[src/rtl/lcb_wake_sched_pkg.sv]
// lcb_wake_sched_pkg: shared slot state encoding and counter width helper
package lcb_wake_sched_pkg;
   typedef enum logic [2:0] {S_OFF, S_WAIT, S_WAKE, S_ON, S_HOLD} slot_state_e;
   function automatic int cnt_w(input int max_val);
      return (max_val < 1) ? 1 : $clog2(max_val + 1);
   endfunction
endpackage

[src/rtl/lcb_wake_sched_if.sv]
// lcb_wake_sched_if: request/enable bundle between group activity logic and the LCB scheduler
//   req    activity logic -> scheduler, per-group clock request (level)
//   lcb_en scheduler -> LCB enable pins
//   ready  scheduler -> groups, group clock stable
//   busy   scheduler -> power control, any slot not OFF
interface lcb_wake_sched_if #(parameter int NUM_LCB = 4);
   logic [NUM_LCB-1:0] req;
   logic [NUM_LCB-1:0] lcb_en;
   logic [NUM_LCB-1:0] ready;
   logic               busy;
   modport master (output req, input lcb_en, ready, busy);
   modport slave  (input req, output lcb_en, ready, busy);
endinterface

[src/rtl/lcb_slot_fsm.sv]
// lcb_slot_fsm: one LCB slot sequencing OFF/WAIT/WAKE/ON/HOLD
//   iccad_clk, iccad_rst  clock, synchronous active-high reset
//   i_req     group clock request
//   i_grant   wake grant from the arbiter
//   o_is_wait slot is waiting for a grant
//   o_lcb_en  LCB enable (WAKE, ON, HOLD)
//   o_ready   group clock stable (ON, HOLD)
//   o_active  slot not OFF
module lcb_slot_fsm
   import lcb_wake_sched_pkg::*;
#(
   parameter int WAKE_LAT = 2,
   parameter int HOLD_CYC = 8
) (
   input  logic iccad_clk,
   input  logic iccad_rst,
   input  logic i_req,
   input  logic i_grant,
   output logic o_is_wait,
   output logic o_lcb_en,
   output logic o_ready,
   output logic o_active
);
   localparam int WW = cnt_w(WAKE_LAT - 1);
   localparam int HW = cnt_w(HOLD_CYC);
   slot_state_e   r_state, w_state_nx;
   logic [WW-1:0] r_wcnt, w_wcnt_nx;
   logic [HW-1:0] r_hcnt, w_hcnt_nx;
   always_ff @(posedge iccad_clk) begin
      if (iccad_rst) begin
         r_state <= S_OFF;
         r_wcnt  <= '0;
         r_hcnt  <= '0;
      end else begin
         r_state <= w_state_nx;
         r_wcnt  <= w_wcnt_nx;
         r_hcnt  <= w_hcnt_nx;
      end
   end
   // Wake counter loads WAKE_LAT-1 so WAKE spans exactly WAKE_LAT cycles;
   // hold counter loads HOLD_CYC and expires when it reaches 1.
   always_comb begin
      w_state_nx = r_state;
      w_wcnt_nx  = r_wcnt;
      w_hcnt_nx  = r_hcnt;
      case (r_state)
         S_OFF: w_state_nx = i_req ? S_WAIT : S_OFF;
         S_WAIT: begin
            if (!i_req) w_state_nx = S_OFF;
            else if (i_grant) begin
               w_state_nx = S_WAKE;
               w_wcnt_nx  = WW'(WAKE_LAT - 1);
            end
         end
         S_WAKE: begin
            if (r_wcnt != '0) w_wcnt_nx = r_wcnt - 1'b1;
            else if (i_req) w_state_nx = S_ON;
            else begin
               w_state_nx = S_HOLD;
               w_hcnt_nx  = HW'(HOLD_CYC);
            end
         end
         S_ON: begin
            if (!i_req) begin
               w_state_nx = S_HOLD;
               w_hcnt_nx  = HW'(HOLD_CYC);
            end
         end
         S_HOLD: begin
            if (i_req) w_state_nx = S_ON;
            else if (r_hcnt <= HW'(1)) w_state_nx = S_OFF;
            else w_hcnt_nx = r_hcnt - 1'b1;
         end
         default: w_state_nx = S_OFF;
      endcase
   end
   assign o_is_wait = (r_state == S_WAIT);
   assign o_lcb_en  = (r_state == S_WAKE) || (r_state == S_ON) || (r_state == S_HOLD);
   assign o_ready   = (r_state == S_ON) || (r_state == S_HOLD);
   assign o_active  = (r_state != S_OFF);
endmodule

[src/rtl/lcb_wake_sched.sv]
// lcb_wake_sched: LCB clock-enable scheduler with spaced round-robin wake grants
//   iccad_clk, iccad_rst  clock, synchronous active-high reset
//   bus.req     per-group clock request
//   bus.lcb_en  per-LCB enable
//   bus.ready   per-group clock stable
//   bus.busy    any slot not OFF
module lcb_wake_sched
   import lcb_wake_sched_pkg::*;
#(
   parameter int NUM_LCB  = 4,
   parameter int WAKE_LAT = 2,
   parameter int HOLD_CYC = 8,
   parameter int WAKE_GAP = 3
) (
   input  logic iccad_clk,
   input  logic iccad_rst,
   lcb_wake_sched_if.slave bus
);
   localparam int PW = $clog2(NUM_LCB);
   localparam int GW = cnt_w(WAKE_GAP - 1);
   logic [PW-1:0]      r_ptr, w_win, w_idx, w_ptr_nx;
   logic [GW-1:0]      r_gap;
   logic [NUM_LCB-1:0] w_wait, w_grant, w_active;
   logic               w_any;
   // First WAIT slot at or above the pointer, wrapping; one grant only when the gap has elapsed.
   always_comb begin
      w_any   = 1'b0;
      w_win   = '0;
      w_idx   = '0;
      w_grant = '0;
      for (int k = 0; k < NUM_LCB; k++) begin
         w_idx = PW'((int'(r_ptr) + k) % NUM_LCB);
         if (!w_any && w_wait[w_idx]) begin
            w_any = 1'b1;
            w_win = w_idx;
         end
      end
      if (w_any && r_gap == '0) w_grant[w_win] = 1'b1;
      w_ptr_nx = (w_win == PW'(NUM_LCB - 1)) ? '0 : w_win + 1'b1;
   end
   always_ff @(posedge iccad_clk) begin
      if (iccad_rst) begin
         r_ptr <= '0;
         r_gap <= '0;
      end else if (w_grant != '0) begin
         r_ptr <= w_ptr_nx;
         r_gap <= GW'(WAKE_GAP - 1);
      end else if (r_gap != '0) begin
         r_gap <= r_gap - 1'b1;
      end
   end
   for (genvar i = 0; i < NUM_LCB; i++) begin : g_slot
      lcb_slot_fsm #(.WAKE_LAT(WAKE_LAT), .HOLD_CYC(HOLD_CYC)) u_slot (
         .iccad_clk (iccad_clk),
         .iccad_rst (iccad_rst),
         .i_req     (bus.req[i]),
         .i_grant   (w_grant[i]),
         .o_is_wait (w_wait[i]),
         .o_lcb_en  (bus.lcb_en[i]),
         .o_ready   (bus.ready[i]),
         .o_active  (w_active[i])
      );
   end
   assign bus.busy = |w_active;
endmodule

[src/flat_wrapper.sv]
// flat-port wrapper written by rule: the top's interface ports become plain ports
module lcb_wake_sched_flat import lcb_wake_sched_pkg::*;
#(
   parameter int NUM_LCB  = 4,
   parameter int WAKE_LAT = 2,
   parameter int HOLD_CYC = 8,
   parameter int WAKE_GAP = 3
)
  (iccad_clk, iccad_rst, bus_req, bus_lcb_en, bus_ready, bus_busy);
  lcb_wake_sched_if #(.NUM_LCB(NUM_LCB)) bus_i ();
  input  logic iccad_clk;
  input  logic iccad_rst;
  input wire logic [$bits(bus_i.req)-1:0] bus_req;
  output wire logic [$bits(bus_i.lcb_en)-1:0] bus_lcb_en;
  output wire logic [$bits(bus_i.ready)-1:0] bus_ready;
  output wire logic [$bits(bus_i.busy)-1:0] bus_busy;
  assign bus_i.req = bus_req;
  assign bus_lcb_en = bus_i.lcb_en;
  assign bus_ready = bus_i.ready;
  assign bus_busy = bus_i.busy;
  lcb_wake_sched #(.NUM_LCB(NUM_LCB), .WAKE_LAT(WAKE_LAT), .HOLD_CYC(HOLD_CYC), .WAKE_GAP(WAKE_GAP)) u_core (.iccad_clk(iccad_clk), .iccad_rst(iccad_rst), .bus(bus_i));
endmodule
[config.mk]
export PLATFORM = sky130hd
export DESIGN_NAME = lcb_wake_sched_flat
export DESIGN_NICKNAME = d
export VERILOG_FILES = /design/src/rtl/lcb_wake_sched_pkg.sv /design/src/rtl/lcb_wake_sched_if.sv /design/src/rtl/lcb_slot_fsm.sv /design/src/rtl/lcb_wake_sched.sv /design/src/flat_wrapper.sv
export SDC_FILE = /design/constraint.sdc
export NUM_CORES = 1
export LEC_CHECK = 0
export ABC_AREA = 0
export BUFFER_PORTS_ARGS = -buffer_cell sky130_fd_sc_hd__buf_4
export CORE_MARGIN = 3
export CORE_UTILIZATION = 60
export DETAILED_ROUTE_END_ITERATION = 12
export MAX_ROUTING_LAYER = met4
export PLACE_DENSITY = 0.79
export REMOVE_ABC_BUFFERS = 1
export SETUP_SLACK_MARGIN = 0.1
export SKIP_LAST_GASP = 1
export SLEW_MARGIN = 0
export SYNTH_ARGS = -nofsm -noshare
export SYNTH_HDL_FRONTEND = slang
export SYNTH_SLANG_ARGS = --single-unit
[constraint.sdc]
create_clock -name iccad_clk -period 3.3 [get_ports iccad_clk]
set_input_delay 0.165 -clock iccad_clk [delete_from_list [all_inputs] [get_ports iccad_clk]]
set_output_delay 0.165 -clock iccad_clk [all_outputs]
set_load 0.01 [all_outputs]
==> results.md, run 1 <==
- Clk pin slew, worst setup/hold paths: about 0.080 ns
- Setup TNS: 0 ns
- Final Max Tran Viols: 0
- Dpl ws: about 0.60 ns
- Fin crit share: a little over 80%
- Peak supply drop: 0.295 mV
- Sw Pwr: a little under 300 uW
- Area delta synth->final: 5.62%
- Num CTS Buffers: 5
- Number of DRC markers in iteration 0: between 100 and 150
- Seq pwr share: a little under half
- Switch share: 27.9%
- DRC viols: 0
- Setup-failing EPs final: 0
- Power share of the clock group: 37.2%
- Routed length per instance: 12.7 um
- Num rows: 22
- First drt pass iteration count: 4
- Mapped Area: 2340 um2
- Worst reg-to-reg setup slack: about 0.58 ns
- DIE AREA: between 4000 and 5000 um2
- CP required: roughly 3.5 ns
- Hold Vio Cnt, Final: 0
- Worst setup SP type: register
- Post-synth top cells: 36 x dfxtp_1, 34 x nor2_1, 21 x a21oi_1, 21 x nand2_1
- Lkg Pwr: approximately 0.00094 uW
- Status: complete, no violations
- Hold path startpoint: bus_req[0]
- Vias: slightly below 2000
- Reg2reg start: u_core.g_slot[2].u_slot.r_state[0]
- Htree depth: 2
- Clk_skew: roughly 0.0079 ns
- Placer Congestion: a little under 0.9
- Power density of the placed cells: roughly 420 nW/um2
- Post-synthesis register bit count: 36
- Number of synthesized flops with an enable pin: 0
- DIE HEIGHT: around 68 um
- Hold WC Path Type: in2reg
- Crit Path Max Fanout: 9
- DRT antenna net count: 0
- Postcts setup bufs: 0
- Top-area cell type share of the netlist area: 30.9%
- Setup WS post-layout: between 0.5 and 0.6 ns
- Root Driver: clkbuf_8
- Cts-stage hold buffer count: 0
- Core ar.: 3720 um2
- Crit Path Category: reg2reg
- Max_cap viols: 0
- Min Tclk post-route: around 2.7 ns
- RSZ-0062 raised after global routing: false
- Synth warnings: 0
- Sequential fraction of the synthesis area: 30.9%
- Longest Clk Path Bufs: 2
- Syn_area_per_cell: 7.97 um2
- CTS tree: done
- Post-Syn Instances: slightly below 300
- Worst-Skew Late Latency: approximately 0.29 ns
- Via-to-Cell Ratio: between 5 and 6
- Crit path arrival time: just under 3 ns
- Antenna diode count: 0
- Max Freq: ~0.37 GHz
- Endpoint type of the worst setup path: register
- Synth top area cells: dfxtp_1 31%, ha_1 6.4%, nor2_1 5.5%
- Detailed placer's ending HPWL: 3080 um
- Async set-reset flop share out of synthesis: 0%
- Largest net degree at the start of global routing: 38
- Critical path startpoint: u_core.g_slot[2].u_slot.r_state[0]
- Worst-margin pin slew: 0.501 ns
- Post-CTS sizing: 0
- CTS Sinks: 36
- Detailed Route WL: roughly 4300 um
- Die Wd: ~70 um
- Antenna violations before repair: 0
- Fillcell total: 328
- Initial Util: 62.9%
- GRT overflow: 0
- Port-buffer cells: 14
- Top FF cell, synth: dfxtp_1
- First-pass GRT wire length: about 7500 um
- Cell variety after synth: 60
- Most frequent cell after synthesis: dfxtp_1
- Normalized max-slew margin: between 60% and 70%
- Comb pwr share: ~16%
- Layout cells sized above 1: between 10% and 20%
- Total GRT Usage: 21.3%
- Layout Nets: between 300 and 400
- WHS: ~0.19 ns
- I/O Pins: 15
- Vias in the first global route: 1756
- Cell taking the most area after synthesis: dfxtp_1
- P_int: around 750 uW
==> power by group through the flow <==
stage          combinational, uW  sequential, uW  clock, uW
4_1_cts                      170             483        399
2_1_floorplan                124             486          0
3_3_place_gp                 167             492          0
5_1_grt                      195             489        416
6_report                     169             484        386
3_5_place_dp                 169             493          0
==> flip-flops by register name, indices dropped and copies added (netlist names) <==
name	flops
u_core.g_slot.u_slot.r_hcnt	16
u_core.g_slot.u_slot.r_state	12
u_core.g_slot.u_slot.r_wcnt	4
u_core.r_gap	2
u_core.r_ptr	2
==> stage by stage <==
stage / instance area [um2] / utilization [%] / std cells / power, uW
CTS: 2470 / 66.4 / 340 / 1050
floorplan: 2190 / - / 270 / 610
detailed placement: 2360 / 63.4 / 332 / 662
global route: 2470 / 66.4 / 340 / 1100
global placement: 2360 / 63.4 / 332 / 659
finish: 2470 / 66.4 / 340 / 1040
==> kinds of logic after synthesis <==
kind of cell | count (synthesis) | share of synthesized area (%)
adders and majority gates | 12 | 6.43
muxes | 3 | 1.29
xor gates and xnor gates | 6 | 2.25
DFF | 36 | 30.9
AOI/OAI and AO/OA | 69 | 20.8
and+or+nand+nor | 122 | 28.7
buffers and inverters | 45 | 9.75
==> area by class of cell <==
type	instances	area (um2)	area share (%)
clock buffer	5	68.8	2.79
clock inverter	3	42.5	1.72
inverter	22	82.6	3.35
multi-input combinational	212	1390	56.2
sequential	36	721	29.2
tap	48	60.1	2.43
timing repair buffer	14	105	4.26
==> layout by cell type, fill, tap and decap left out, drive strengths merged, types with 3 or more instances in the layout <==
| cell type | instances |
|---|---|
| dfxtp | 36 |
| nor2 | 36 |
| a21oi | 22 |
| inv | 22 |
| nand2 | 21 |
| nor3 | 20 |
| o21ai | 15 |
| buf | 14 |
| ha | 12 |
| nand2b | 8 |
| nor2b | 6 |
| a31oi | 6 |
| nor3b | 6 |
| clkbuf | 5 |
| nor4 | 4 |
| xnor2 | 4 |
| mux2i | 3 |
| or2 | 3 |
| nand3 | 3 |
| o31ai | 3 |
| or3b | 3 |
| a211oi | 3 |
==> path summary, 6_finish.rpt <==
path	endpoint	cells after the start
hold reg to reg	u_core.g_slot[0].u_slot.r_wcnt	2
setup / recovery	u_core.g_slot[1].u_slot.r_state[0]	10
setup reg to reg	u_core.g_slot[1].u_slot.r_state[0]	10
hold / removal	u_core.g_slot[0].u_slot.r_wcnt	3
==> critical path, cell delays in order (launching register included) <==
cell	delay, ns
dfxtp_1	0.51
nor3b_1	0.37
o21ai_0	0.14
nor2b_1	0.16
or2_1	0.26
ha_1	0.21
or3b_1	0.17
or3b_1	0.36
o22ai_1	0.13
nand2_1	0.08
a221oi_2	0.25
==> per-layer routing <==
metal	wire length (um)	share of wire, %	global-route usage (%)
met5	0	0	-
met4	36	0.83	4.47
met2	2140	50	35.6
met3	136	3.2	5.91
met1	2000	46	25.5
Power figures use the tool's default switching activity.
==> run 2: changes to the inputs <==
--- a/config.mk
+++ b/config.mk
@@ -8,10 +8,10 @@
 export ABC_AREA = 0
 export BUFFER_PORTS_ARGS = -buffer_cell sky130_fd_sc_hd__buf_4
 export CORE_MARGIN = 3
-export CORE_UTILIZATION = 60
+export CORE_UTILIZATION = 55
 export DETAILED_ROUTE_END_ITERATION = 12
 export MAX_ROUTING_LAYER = met4
-export PLACE_DENSITY = 0.79
+export PLACE_DENSITY = 0.76
 export REMOVE_ABC_BUFFERS = 1
 export SETUP_SLACK_MARGIN = 0.1
 export SKIP_LAST_GASP = 1
==> constraint.sdc (replaced) <==
create_clock -name iccad_clk -period 2.5 [get_ports iccad_clk]
set_input_delay 0.125 -clock iccad_clk [delete_from_list [all_inputs] [get_ports iccad_clk]]
set_output_delay 0.125 -clock iccad_clk [all_outputs]
set_load 0.01 [all_outputs]
==> run 2 against run 1 <==
Compared with the run above:
- critical endpoint unchanged
- die area is 8.3% higher
- first-iteration DRC count is 3.1% higher
- hold slack worse by 0.043 ns
- total power is 35% higher
- clock skew is 0.0052 ns lower
- via count is 4.1% higher
- largest cell class unchanged
- sequential power is 28% higher
- worst setup slack worse by 0.55 ns
- register-to-register slack worse by 0.55 ns
- maximum frequency is 10% higher
- sequential cell count stayed put
- combinational power is 110% higher
==> results.md, run 2 (synthesis gave the netlist of run 1 again) <==
- CTS Sinks: 36 (unchanged)
- First-pass GRT wire length: 8300 um (+11%)
- Area delta synth->final: 16.2%
- Via-to-Cell Ratio: 5.64 (-2.2%)
- Endpoint type of the worst setup path: register
- Status: complete, no violations
- Clk_skew: 0.00275 ns (-0.00518 ns)
- Crit path arrival time: 2.68 ns (-0.25 ns)
- Htree depth: 2 (unchanged)
- Crit Path Max Fanout: 3 (-6)
- Routed length per instance: 13.4 um (+5.7%)
- Antenna diode count: 0 (unchanged)
- Largest register FFs: 16 (unchanged)
- Number of DRC markers in iteration 0: 132 (+3.1%)
- Hold Vio Cnt, Final: 0 (unchanged)
- Fin crit share: 98.7% (+16 points)
- DIE AREA: 5070 um2 (+8.3%)
- Biggest register: u_core.g_slot.u_slot.r_hcnt
- Biggest regs: u_core.g_slot.u_slot.r_hcnt: 16 flops, u_core.g_slot.u_slot.r_state: 12 flops, u_core.g_slot.u_slot.r_wcnt: 4 flops
- CTS tree: done
- Hold WC Path Type: in2reg
- Power density of the placed cells: 518 nW/um2 (+23%)
- Layout Nets: 329 (+6.5%)
- Peak supply drop: 0.362 mV (+22%)
- Worst-Skew Late Latency: 0.29 ns (about the same)
- First drt pass iteration count: 4 (unchanged)
- WHS: 0.145 ns (-0.0427 ns)
- Final Max Tran Viols: 0 (unchanged)
- Die Wd: 71.2 um (+4.1%)
- Detailed placer's ending HPWL: 3290 um (+6.8%)
- Vias: 2042 (+4.1%)
- Max_cap viols: 0 (unchanged)
- DRT antenna net count: 0 (unchanged)
- Detailed Route WL: 4860 um (+13%)
- Antenna violations before repair: 0 (unchanged)
- Setup WS post-layout: 0.0316 ns (-0.547 ns)
- CP required: 2.71 ns (-0.80 ns)
- Cts-stage hold buffer count: 0 (unchanged)
- Max Freq: 0.405 GHz (+10%)
- Setup-failing EPs final: 0 (unchanged)
- Root Driver: clkbuf_8
- DRC viols: 0 (unchanged)
- Clk pin slew, worst setup/hold paths: 0.07 ns (about the same)
- RSZ-0062 raised after global routing: true
- Min Tclk post-route: 2.47 ns (-0.253 ns)
- Largest net degree at the start of global routing: 38 (unchanged)
- Initial Util: 57.6% (-5.3 points)
- Port-buffer cells: 14 (unchanged)
- Worst setup SP type: register
- Placer Congestion: 0.849 (-3.5%)
- Num CTS Buffers: 5 (unchanged)
- Layout cells sized above 1: 22.4% (+9.4 points)
- Worst-margin pin slew: 0.617 ns (+0.115 ns)
- Num rows: 23 (+4.5%)
- Longest Clk Path Bufs: 2 (unchanged)
- Vias in the first global route: 1902 (+8.3%)
- Core ar.: 4060 um2 (+9.2%)
- I/O Pins: 15 (unchanged)
- Crit Path Category: reg2reg
- GRT overflow: 0 (unchanged)
- Total GRT Usage: 20.4% (-0.90 points)
- Lkg Pwr: 0.00107 uW (+13%)
- Normalized max-slew margin: 58.7% (-7.4 points)
- Dpl ws: 0.0125 ns (-0.591 ns)
- DIE HEIGHT: 71.2 um (+4.1%)
- Most frequent cells in the layout: 34 x buf_4, 34 x dfxtp_1, 33 x nor2_1, 21 x nand2_1, 21 x a21oi_1
## run 2: worst paths after layout
kind / from / end / slack, ns / cells after the start
max: u_core.g_slot[2].u_slot.r_state[1] / u_core.g_slot[1].u_slot.r_state[0] / 0.03 / 10
min: bus_req[2] / u_core.g_slot[2].u_slot.r_state[0] / 0.15 / 3
max reg2reg: u_core.g_slot[2].u_slot.r_state[1] / u_core.g_slot[1].u_slot.r_state[0] / 0.03 / 10
min reg2reg: u_core.g_slot[0].u_slot.r_wcnt / u_core.g_slot[0].u_slot.r_wcnt / 0.48 / 2
## run 2: metrics by stage
stage	area (um2)	TNS, ns	power [uW]	util [%]	instances
2_1_floorplan	2190	0	805	-	270
3_3_place_gp	2460	0	892	60.7	348
3_5_place_dp	2460	0	898	60.7	348
4_1_cts	2580	0	1340	63.6	358
5_1_grt	2720	-0.0956	1480	66.9	362
6_report	2720	0	1410	66.9	362
## run 2: layout make-up
class | count | area, um2
flip-flops and latches | 36 | 723
repair buffers | 34 | 255
fillers | 316 | 1340
inverters | 22 | 82.6
multi-input cells | 212 | 1500
clock inverters | 1 | 7.51
clock buffers | 7 | 86.3
well taps | 50 | 62.6
## run 2: worst max-delay path, stage by stage (launching register included)
cell	delay [ns]
dfxtp_2	0.35
or4b_1	0.50
a21o_1	0.18
o221ai_2	0.08
inv_2	0.09
ha_4	0.17
or3b_4	0.23
or3b_4	0.37
o22ai_2	0.09
nand2_1	0.09
a221oi_2	0.24
## run 2: routing by layer
metal | vias up | global-route usage [%] | part of all wire, %
met2 | 34 | 30.8 | 47
met3 | 8 | 4.40 | 3.4
met5 | - | - | 0
li1 | 1056 | - | -
met1 | 944 | 27.0 | 48
met4 | 0 | 7.10 | 1.4
## run 2: timing repair
action,4_1_cts,5_1_grt
setup buffers,2,4
hold endpoints to repair,0,0
gates resized for setup,2,21
setup endpoints to repair,1,8
pin swaps,2,7
## run 2: report_power, final
group	leakage (uW)	switching [uW]	internal, uW
sequential	0.000293	21.7	600
clock	0.0000445	202	224
combinational	0.000728	196	163
==> run 3: changes to the inputs <==
--- a/config.mk
+++ b/config.mk
@@ -7,11 +7,13 @@
 export LEC_CHECK = 0
 export ABC_AREA = 0
 export BUFFER_PORTS_ARGS = -buffer_cell sky130_fd_sc_hd__buf_4
+export CELL_PAD_IN_SITES_DETAIL_PLACEMENT = 0
+export CELL_PAD_IN_SITES_GLOBAL_PLACEMENT = 2
 export CORE_MARGIN = 3
-export CORE_UTILIZATION = 55
+export CORE_UTILIZATION = 33
 export DETAILED_ROUTE_END_ITERATION = 12
 export MAX_ROUTING_LAYER = met4
-export PLACE_DENSITY = 0.76
+export PLACE_DENSITY_LB_ADDON = 0.1
 export REMOVE_ABC_BUFFERS = 1
 export SETUP_SLACK_MARGIN = 0.1
 export SKIP_LAST_GASP = 1
==> constraint.sdc (replaced) <==
create_clock -name iccad_clk -period 2 [get_ports iccad_clk]
set_input_delay 0.1 -clock iccad_clk [delete_from_list [all_inputs] [get_ports iccad_clk]]
set_output_delay 0.1 -clock iccad_clk [all_outputs]
set_load 0.01 [all_outputs]
==> run 3 against run 2 <==
Compared with the run above:
- the run now ends with setup timing left
- core utilization is 23 points lower
- total power is 42% higher
- sequential cell count stayed put
- critical path depth stayed put
- combinational power is 58% higher
- maximum frequency is 3.0% higher
- via count hardly changed
- count of clock-buffer cells in the layout is 2 lower
- register-to-register slack worse by 0.43 ns
- critical endpoint unchanged
- largest cell class unchanged
==> results.md, run 3 (synthesis gave the netlist of run 1 again) <==
- I/O Pins: 15 (unchanged)
- DRT antenna net count: 0 (unchanged)
- Max stage delay cell, worst path: or4b_1
- Total GRT Usage: 13.9% (-6.6 points)
- Clk_skew: 0.00417 ns (+0.00142 ns)
- DIE HEIGHT: 90.1 um (+27%)
- Worst setup SP type: register
- First-pass GRT wire length: 9100 um (+9.7%)
- Placed cell count: 406 (+17%)
- Final core utilization: 43.5% (-23 points)
- Layout Nets: 340 (+3.3%)
- CTS tree: done
- Via-to-Cell Ratio: 4.87 (-14%)
- Htree depth: 2 (unchanged)
- Initial Util: 34.2% (-23 points)
- Num CTS Buffers: 5 (unchanged)
- Longest Clk Path Bufs: 2 (unchanged)
- CP delay by family, top: simple AND/OR/NAND/NOR gates
- Endpoint type of the worst setup path: register
- Layout cells sized above 1: 31.3% (+8.8 points)
- Lkg Pwr: 0.00114 uW (+7.4%)
- Max_cap viols: 0 (unchanged)
- Crit Path Max Fanout: 3 (unchanged)
- Peak supply drop: 0.356 mV (-1.7%)
- Clk pin slew, worst setup/hold paths: 0.08 ns (about the same)
- Status: finished, violations left
- Normalized max-slew margin: 60.9% (+2.2 points)
- Routed length per instance: 13.0 um (-3.1%)
- Buf/Inv on CP: 1 (unchanged)
- Most frequent cells in the layout: 40 x buf_4, 31 x dfxtp_1, 28 x nor2_1
- Number of DRC markers in iteration 0: 65 (-51%)
- CTS Sinks: 36 (unchanged)
- Vias in the first global route: 1976 (+3.9%)
- Largest net degree at the start of global routing: 38 (unchanged)
- Root Driver: clkbuf_8
- Biggest regs: u_core.g_slot.u_slot.r_hcnt: 16 flops, u_core.g_slot.u_slot.r_state: 12 flops, u_core.g_slot.u_slot.r_wcnt: 4 flops
- Crit path arrival time: 2.61 ns (-0.07 ns)
- First drt pass iteration count: 4 (unchanged)
- Busiest grt layer: met2
- Cell area after layout: 2970 um2 (+9.4%)
- Violated checks: setup timing
- Hold WC Path Type: in2reg
- Final Max Tran Viols: 0 (unchanged)
- DIE AREA: 8120 um2 (+60%)
- DRC viols: 0 (unchanged)
- Placed cell area: 2610 um2 (+6.0%)
- Detailed Route WL: 5450 um (+12%)
- Num rows: 30 (+30%)
- Biggest register: u_core.g_slot.u_slot.r_hcnt
- Worst reg-to-reg setup slack: -0.40 ns (-0.43 ns)
- Min Tclk post-route: 2.40 ns (-0.0719 ns)
- Die Wd: 90.1 um (+27%)
- Met1 Use GR: 17.1% (-9.9 points)
- Port-buffer cells: 14 (unchanged)
- Setup-failing EPs final: 12 (+12)
- Max stage delay on crit path: 0.50 ns (about the same)
- Worst-Skew Late Latency: 0.29 ns (about the same)
- Hold Vio Cnt, Final: 0 (unchanged)
- Antenna violations before repair: 0 (unchanged)
- Setup TNS: -1.94 ns (-1.94 ns)
- GRT overflow: 0 (unchanged)
- Dpl ws: -0.439 ns (-0.452 ns)
- Power density of the placed cells: 672 nW/um2 (+30%)
- Worst-margin pin slew: 0.581 ns (-0.0360 ns)
- Vias: 2040 (-0.098%)
- Fin crit share: 120% (+21 points)
- Detailed placer's ending HPWL: 3740 um (+14%)
- RSZ-0062 raised after global routing: true
- GRT met3 Usage: 2.93% (-1.5 points)
- Setup WS post-layout: -0.397 ns (-0.428 ns)
- CP required: 2.21 ns (-0.50 ns)
- Area delta synth->final: 27.2%
- Cells along the critical path: or4b_1 > a21o_1 > o221ai_2 > inv_2 > ha_2 > or3b_4 > or3b_1 > o22ai_1 > nand2_1 > a221oi_2
- GR Util met2: 22.4% (-8.4 points)
- Antenna diode count: 0 (unchanged)
- Crit Path Category: reg2reg
- Placer Congestion: 0.771 (-9.1%)
- Largest register FFs: 16 (unchanged)
- Max Freq: 0.417 GHz (+3.0%)
- Core ar.: 6830 um2 (+68%)
- Final cell count without fillers: 419 (+16%)
- Most common cell after layout, fill and taps aside: buf_4
-- run 3: changes by cell type in the layout (fill, tap and decap cells not counted), sizes merged --
cell | previous run | this run
clkbuf | 7 | 5
bufinv | 0 | 1
buf | 34 | 45
clkinv | 0 | 1
-- run 3: repair_timing --
action | 4_1_cts | 5_1_grt
gates resized for setup | 34 | 14
setup buffers | 6 | 4
hold buffers | 0 | 0
endpoints found under the setup margin | 15 | 17
hold endpoints to repair | 0 | 0
pin swaps | 26 | 15
-- run 3: power by group --
part | switching (uW) | internal, uW | total (uW)
sequential | 22.2 | 749 | 771
clock | 287 | 369 | 656
combinational | 291 | 277 | 568
-- run 3: through the flow --
stage               hold WS [ns]  power, uW
floorplan                  0.165       1010
global placement           0.435       1190
detailed placement         0.436       1190
CTS                        0.124       1960
global route               0.130       2110
finish                     0.134       2000
-- run 3: worst reg2reg max path: cells and delay by family (launching register included) --
| family | cells | cell delay, ns |
|---|---|---|
| and+or+nand+nor | 4 | 1.16 |
| adders and majority gates | 1 | 0.17 |
| AOI/OAI and AO/OA | 4 | 0.61 |
| DFF | 1 | 0.33 |
| buffers and inverters | 1 | 0.06 |
-- run 3: layout make-up --
cell class              count  area, um2
clock buffers               5       68.8
clock inverters             3       42.5
fillers                   714       3860
inverters                  22       82.6
multi-input cells         212       1570
flip-flops and latches     36        727
well taps                  96        120
repair buffers             45        357
-- run 3: path summary, 6_finish.rpt --
kind | cells past startpoint | startpoint | end
worst max-delay path | 10 | u_core.g_slot[2].u_slot.r_state[1] | u_core.g_slot[1].u_slot.r_state[0]
worst min-delay path | 2 | bus_req[0] | u_core.g_slot[0].u_slot.r_state[0]
worst max register to register | 10 | u_core.g_slot[2].u_slot.r_state[1] | u_core.g_slot[1].u_slot.r_state[0]
worst min register to register | 2 | u_core.g_slot[0].u_slot.r_wcnt | u_core.g_slot[0].u_slot.r_wcnt
-- run 3: metal layers --
layer | vias up | wire length (um)
li1 | 1082 | -
met2 | 15 | 2670
met4 | 0 | 80
met1 | 936 | 2570
met5 | - | 0
met3 | 7 | 122
